==> config.mk <==
export PLATFORM = sky130hd
export DESIGN_NAME = multiplier
export DESIGN_NICKNAME = d
export VERILOG_FILES = /design/src/rtl/multiplier.sv
export SDC_FILE = /design/constraint.sdc
export NUM_CORES = 1
export LEC_CHECK = 0
export CELL_PAD_IN_SITES_DETAIL_PLACEMENT = 0
export CELL_PAD_IN_SITES_GLOBAL_PLACEMENT = 1
export CORE_MARGIN = 5
export CORE_UTILIZATION = 43
export CTS_BUF_LIST = sky130_fd_sc_hd__clkbuf_2 sky130_fd_sc_hd__clkbuf_4 sky130_fd_sc_hd__clkbuf_8
export DETAILED_ROUTE_END_ITERATION = 8
export HOLD_SLACK_MARGIN = 0.06
export PLACE_DENSITY = 0.77
export SLEW_MARGIN = 5
export SYNTH_ARGS = -nofsm -noshare
export SYNTH_HDL_FRONTEND = slang
export SYNTH_SLANG_ARGS = --single-unit
export TNS_END_PERCENT = 10
==> constraint.sdc <==
create_clock -name clk_in -period 2.2 [get_ports clk_in]
set_input_delay 0.55 -clock clk_in [delete_from_list [all_inputs] [get_ports clk_in]]
set_output_delay 0.55 -clock clk_in [all_outputs]
set_load 0.01 [all_outputs]
==> src/rtl/multiplier.sv <==
// Sequential shift-and-add unsigned multiplier.
// One multiplier bit per clock; start/ready handshake.
module multiplier #(
    parameter int WIDTH = 4
) (
    input  logic             clk_in,
    input  logic             rst_in,
    input  logic [WIDTH-1:0] x,
    input  logic [WIDTH-1:0] y,
    input  logic             start,
    output logic [WIDTH-1:0] product,
    output logic             ready
);

    localparam int CW = $clog2(WIDTH + 1);
    localparam logic [CW-1:0] LAST = CW'(WIDTH - 1);

    typedef enum logic [1:0] {
        IDLE = 2'd0,
        BUSY = 2'd1,
        DONE = 2'd2
    } state_t;

    state_t               r_state;
    state_t               w_state_nxt;
    logic [2*WIDTH-1:0]   r_mcand;
    logic [WIDTH-1:0]     r_mplier;
    logic [2*WIDTH-1:0]   r_acc;
    logic [CW-1:0]        r_count;
    logic [WIDTH-1:0]     r_product;
    logic [2*WIDTH-1:0]   w_addend;
    logic [2*WIDTH-1:0]   w_acc_sum;
    logic                 w_last;
    logic                 w_accept;

    // Next state plus the combinational add for the current iteration
    always_comb begin
        w_state_nxt = r_state;
        w_addend    = r_mplier[0] ? r_mcand : '0;
        w_acc_sum   = r_acc + w_addend;
        w_last      = (r_count == LAST);
        w_accept    = 1'b0;
        unique case (r_state)
            IDLE: begin
                if (start) begin
                    w_state_nxt = BUSY;
                    w_accept    = 1'b1;
                end
            end
            BUSY: begin
                if (w_last) w_state_nxt = DONE;
            end
            DONE: begin
                if (start) begin
                    w_state_nxt = BUSY;
                    w_accept    = 1'b1;
                end else begin
                    w_state_nxt = IDLE;
                end
            end
            default: w_state_nxt = IDLE;
        endcase
    end

    // State register
    always_ff @(posedge clk_in or negedge rst_in) begin
        if (!rst_in) r_state <= IDLE;
        else         r_state <= w_state_nxt;
    end

    // Operand latch, iteration and result capture on the final step
    always_ff @(posedge clk_in or negedge rst_in) begin
        if (!rst_in) begin
            r_mcand   <= '0;
            r_mplier  <= '0;
            r_acc     <= '0;
            r_count   <= '0;
            r_product <= '0;
        end else if (w_accept) begin
            r_mcand   <= {{WIDTH{1'b0}}, x};
            r_mplier  <= y;
            r_acc     <= '0;
            r_count   <= '0;
        end else if (r_state == BUSY) begin
            r_acc    <= w_acc_sum;
            r_mcand  <= r_mcand << 1;
            r_mplier <= r_mplier >> 1;
            r_count  <= r_count + 1'b1;
            if (w_last) r_product <= w_acc_sum[WIDTH-1:0];
        end
    end

    assign product = r_product;
    assign ready   = (r_state == DONE);

endmodule

==> results_dict.tcl <==
set metrics [dict create \
    switchingPower_uw 633 \
    ys_ff_latch 21 \
    leakagePower_nw 0.617 \
    irDropWorstVdd_v 0.000734 \
    switching_share_pct 36.1 \
    cts_resized 0 \
    path_delay_family "flip-flops" \
    reg2regPathDepth 6 \
    cp_data_arrival_time_ns 2.18 \
    ys.warnings.count 0 \
    clockBufferDepth 2 \
    critPathSlowestCell "dfrtp_1" \
    drc 0 \
    synth-seq-area-share_pct 49.1 \
    ant_nets 0 \
    syn_avg_cell_area_sq_um 11.0 \
    synth_cell_types 26 \
    cts-hold-fix-buffers 0 \
    grt_pass1_vias 805 \
    worstSetupPathType "register to register" \
    die_w_microns 59.9 \
    cp_num_buf_inv 0 \
    power_frac_clock_pct 11.5 \
    worst_slew_pin_slew_ns 0.471 \
    cts-root-buf "clkbuf_4" \
    layout.cells.non_filler 147 \
    hold_path_depth 2 \
    cap_violations 0 \
    ys_dominant_reg_cell "dfrtp_1" \
    p_int_mw 1.12 \
    power_mw 1.75 \
    gr-total-overflow 0 \
    crit_fanout 6 \
    clock-sinks 21 \
    fin_skew_ns 0.00217 \
    netlist_instances 97 \
    fp.dieH_microns 59.9 \
    dieArea_sq_mm 0.00359 \
    cp_slowest_stage_delay_ns 0.44 \
    wl_microns 1970 \
    clk_pin_slew_worst_paths_ns 0.12 \
    fin_crit_sh_pct 89.7 \
    gp_congestion 0.797 \
    startpoint_type "register" \
    antenna_cells 0 \
    num_rows 18 \
    hold_class "register to register" \
    cp.required_ns 2.41 \
    synth_nets 114 \
    grt_setup_unrepaired "false" \
    firstDrtPassIters 3 \
    fmax_mhz 507 \
    fin_tns_setup_ns 0 \
    outcome "complete, no violations" \
    cts_tree "done" \
    fillers 235 \
    syn_to_final_growth_pct 21.8 \
    grt_pass1_wl_microns 3570 \
    postCtsSetupBuffers 0 \
    cp-end-kind "register" \
    final_max_slew_viol_count 0 \
    antenna_found_initial 0 \
    min_period_ns 1.97 \
    num-nets-final 135 \
    post-place-ws_ns 0.225 \
    seqCellArea_sq_um 526 \
    placed_cells 143 \
    combPwrFrac_pct 49.8 \
    slew-limit-headroom_pct 68.6 \
    synth_edf_count 0 \
    power_density_mw_per_mm2 1350 \
    initial_core_util_pct 44.0 \
    num_vias 764 \
    grt_max_degree 22 \
    drive_gt1_share_pct 13.7 \
    via_per_inst 5.20 \
    cts_buffers 3 \
    drt_iter0_markers 8 \
    clock_latency_ns 0.31 \
    core_area_sq_mm 0.00243 \
    io_pins 16 \
    hpwl_microns 1480 \
    port_buffers 15 \
    grt_usage_pct 13.2 \
    multi_input_area_sq_um 514 \
    wl_per_cell_microns 13.4 \
    fin_ws_ns 0.226 \
    htreeDepth 1 \
    pwr-share-seq_pct 38.6 \
    hold_viol 0 \
    cp.depth 6 \
    crit_chain "and2_1 -> ha_1 -> a21o_1 -> a21oi_2 -> xor3_1 -> mux2_4" \
    syn-cell-area_sq_mm 0.00107 \
    setup_viol 0 \
    synthArstFlopShare_pct 100 \
]
[power groups by stage]
| stage | Clock (mW) | Sequential (mW) | Combinational [mW] |
|---|---|---|---|
| floorplan | 0 | 0.684 | 0.626 |
| detailed placement | 0 | 0.689 | 0.882 |
| finish | 0.202 | 0.678 | 0.873 |
| CTS | 0.215 | 0.679 | 0.887 |
| global placement | 0 | 0.680 | 0.862 |
| global route | 0.229 | 0.705 | 0.979 |
[logic make-up (layout without fill, tap and decap cells)]
family	Yosys count	in the layout	synth area share, %
mux	10	10	10.4
buf+inv	7	27	2.81
flops	21	21	49.1
compound gates	22	22	13.9
simple gates	28	28	12.2
fa+ha+maj	6	6	7.72
xor+xnor	3	3	3.86
[layer usage]
layer  wire (microns)  global-route usage (%)  up-vias  share of wire (%)
li1                 -                       -      383                  -
met1              929                    17.0      365                 47
met2              941                    21.1       14                 48
met3               77                    2.81        2                3.9
met4               23                    5.70        0                1.2
met5                0                       0        -                  0
[layout by cell type (no fill, tap or decap), drive strengths merged, types with 5 or more instances in the layout]
master          n
clkdlybuf4s50  15
mux2            6
ha              5
dfrtp          21
nor2           11
a22o            6
o22ai           6
o21ai           5
nand2           7
[Yosys cell counts (2+ instances only)]
cell / n / area (sq um)
o21ai_0: 5 / 25.0
ha_1: 5 / 62.6
mux2_2: 5 / 56.3
nor2b_1: 2 / 12.5
a21oi_1: 2 / 10.0
nor2_1: 11 / 41.3
nand2_1: 7 / 26.3
o22ai_1: 6 / 37.5
a22o_1: 6 / 52.6
nand3_1: 2 / 10.0
and2_1: 3 / 18.8
xnor2_1: 2 / 17.5
mux2i_1: 4 / 40.0
nand2b_1: 2 / 12.5
inv_1: 4 / 15.0
dfrtp_1: 21 / 526
[metrics by stage]
step | utilization [%] | instance area (sq um) | hold slack [ns]
floorplan | - | 1070 | 0.254
global placement | 52.3 | 1270 | 0.470
detailed placement | 52.3 | 1270 | 0.470
CTS | 53.5 | 1300 | 0.498
global route | 53.5 | 1300 | 0.514
finish | 53.5 | 1300 | 0.494
[final timing paths]
path	start	end	slack, ns
worst max-delay path	r_mplier[0]	product[3]	0.23
worst min-delay path	product[2]	product[2]	0.49
worst max register to register	r_mplier[0]	product[3]	0.23
worst min register to register	product[2]	product[2]	0.49
max in group asynchronous	rst_in	r_state[1]	1.42
min in group asynchronous	rst_in	product[2]	0.57
[area by class of cell]
| cell class | count | area share (%) |
|---|---|---|
| tap | 30 | 2.88 |
| sequential | 21 | 40.3 |
| clock buffer | 4 | 2.31 |
| multi-input combinational | 69 | 39.5 |
| timing repair buffer | 19 | 13.8 |
| inverter | 4 | 1.15 |
[state kept, by name, summed over array words and instances, names as in the netlist]
register	flops
r_count	3
product	4
r_mplier	4
r_mcand	4
r_acc	4
r_state	2
[tightest hold or removal path, stage by stage, from the launching register on]
cell and delay, ns:
dfrtp_1 0.36, nand2_1 0.04, o21ai_0 0.06
Note: power is estimated with default switching activity, not from simulation.
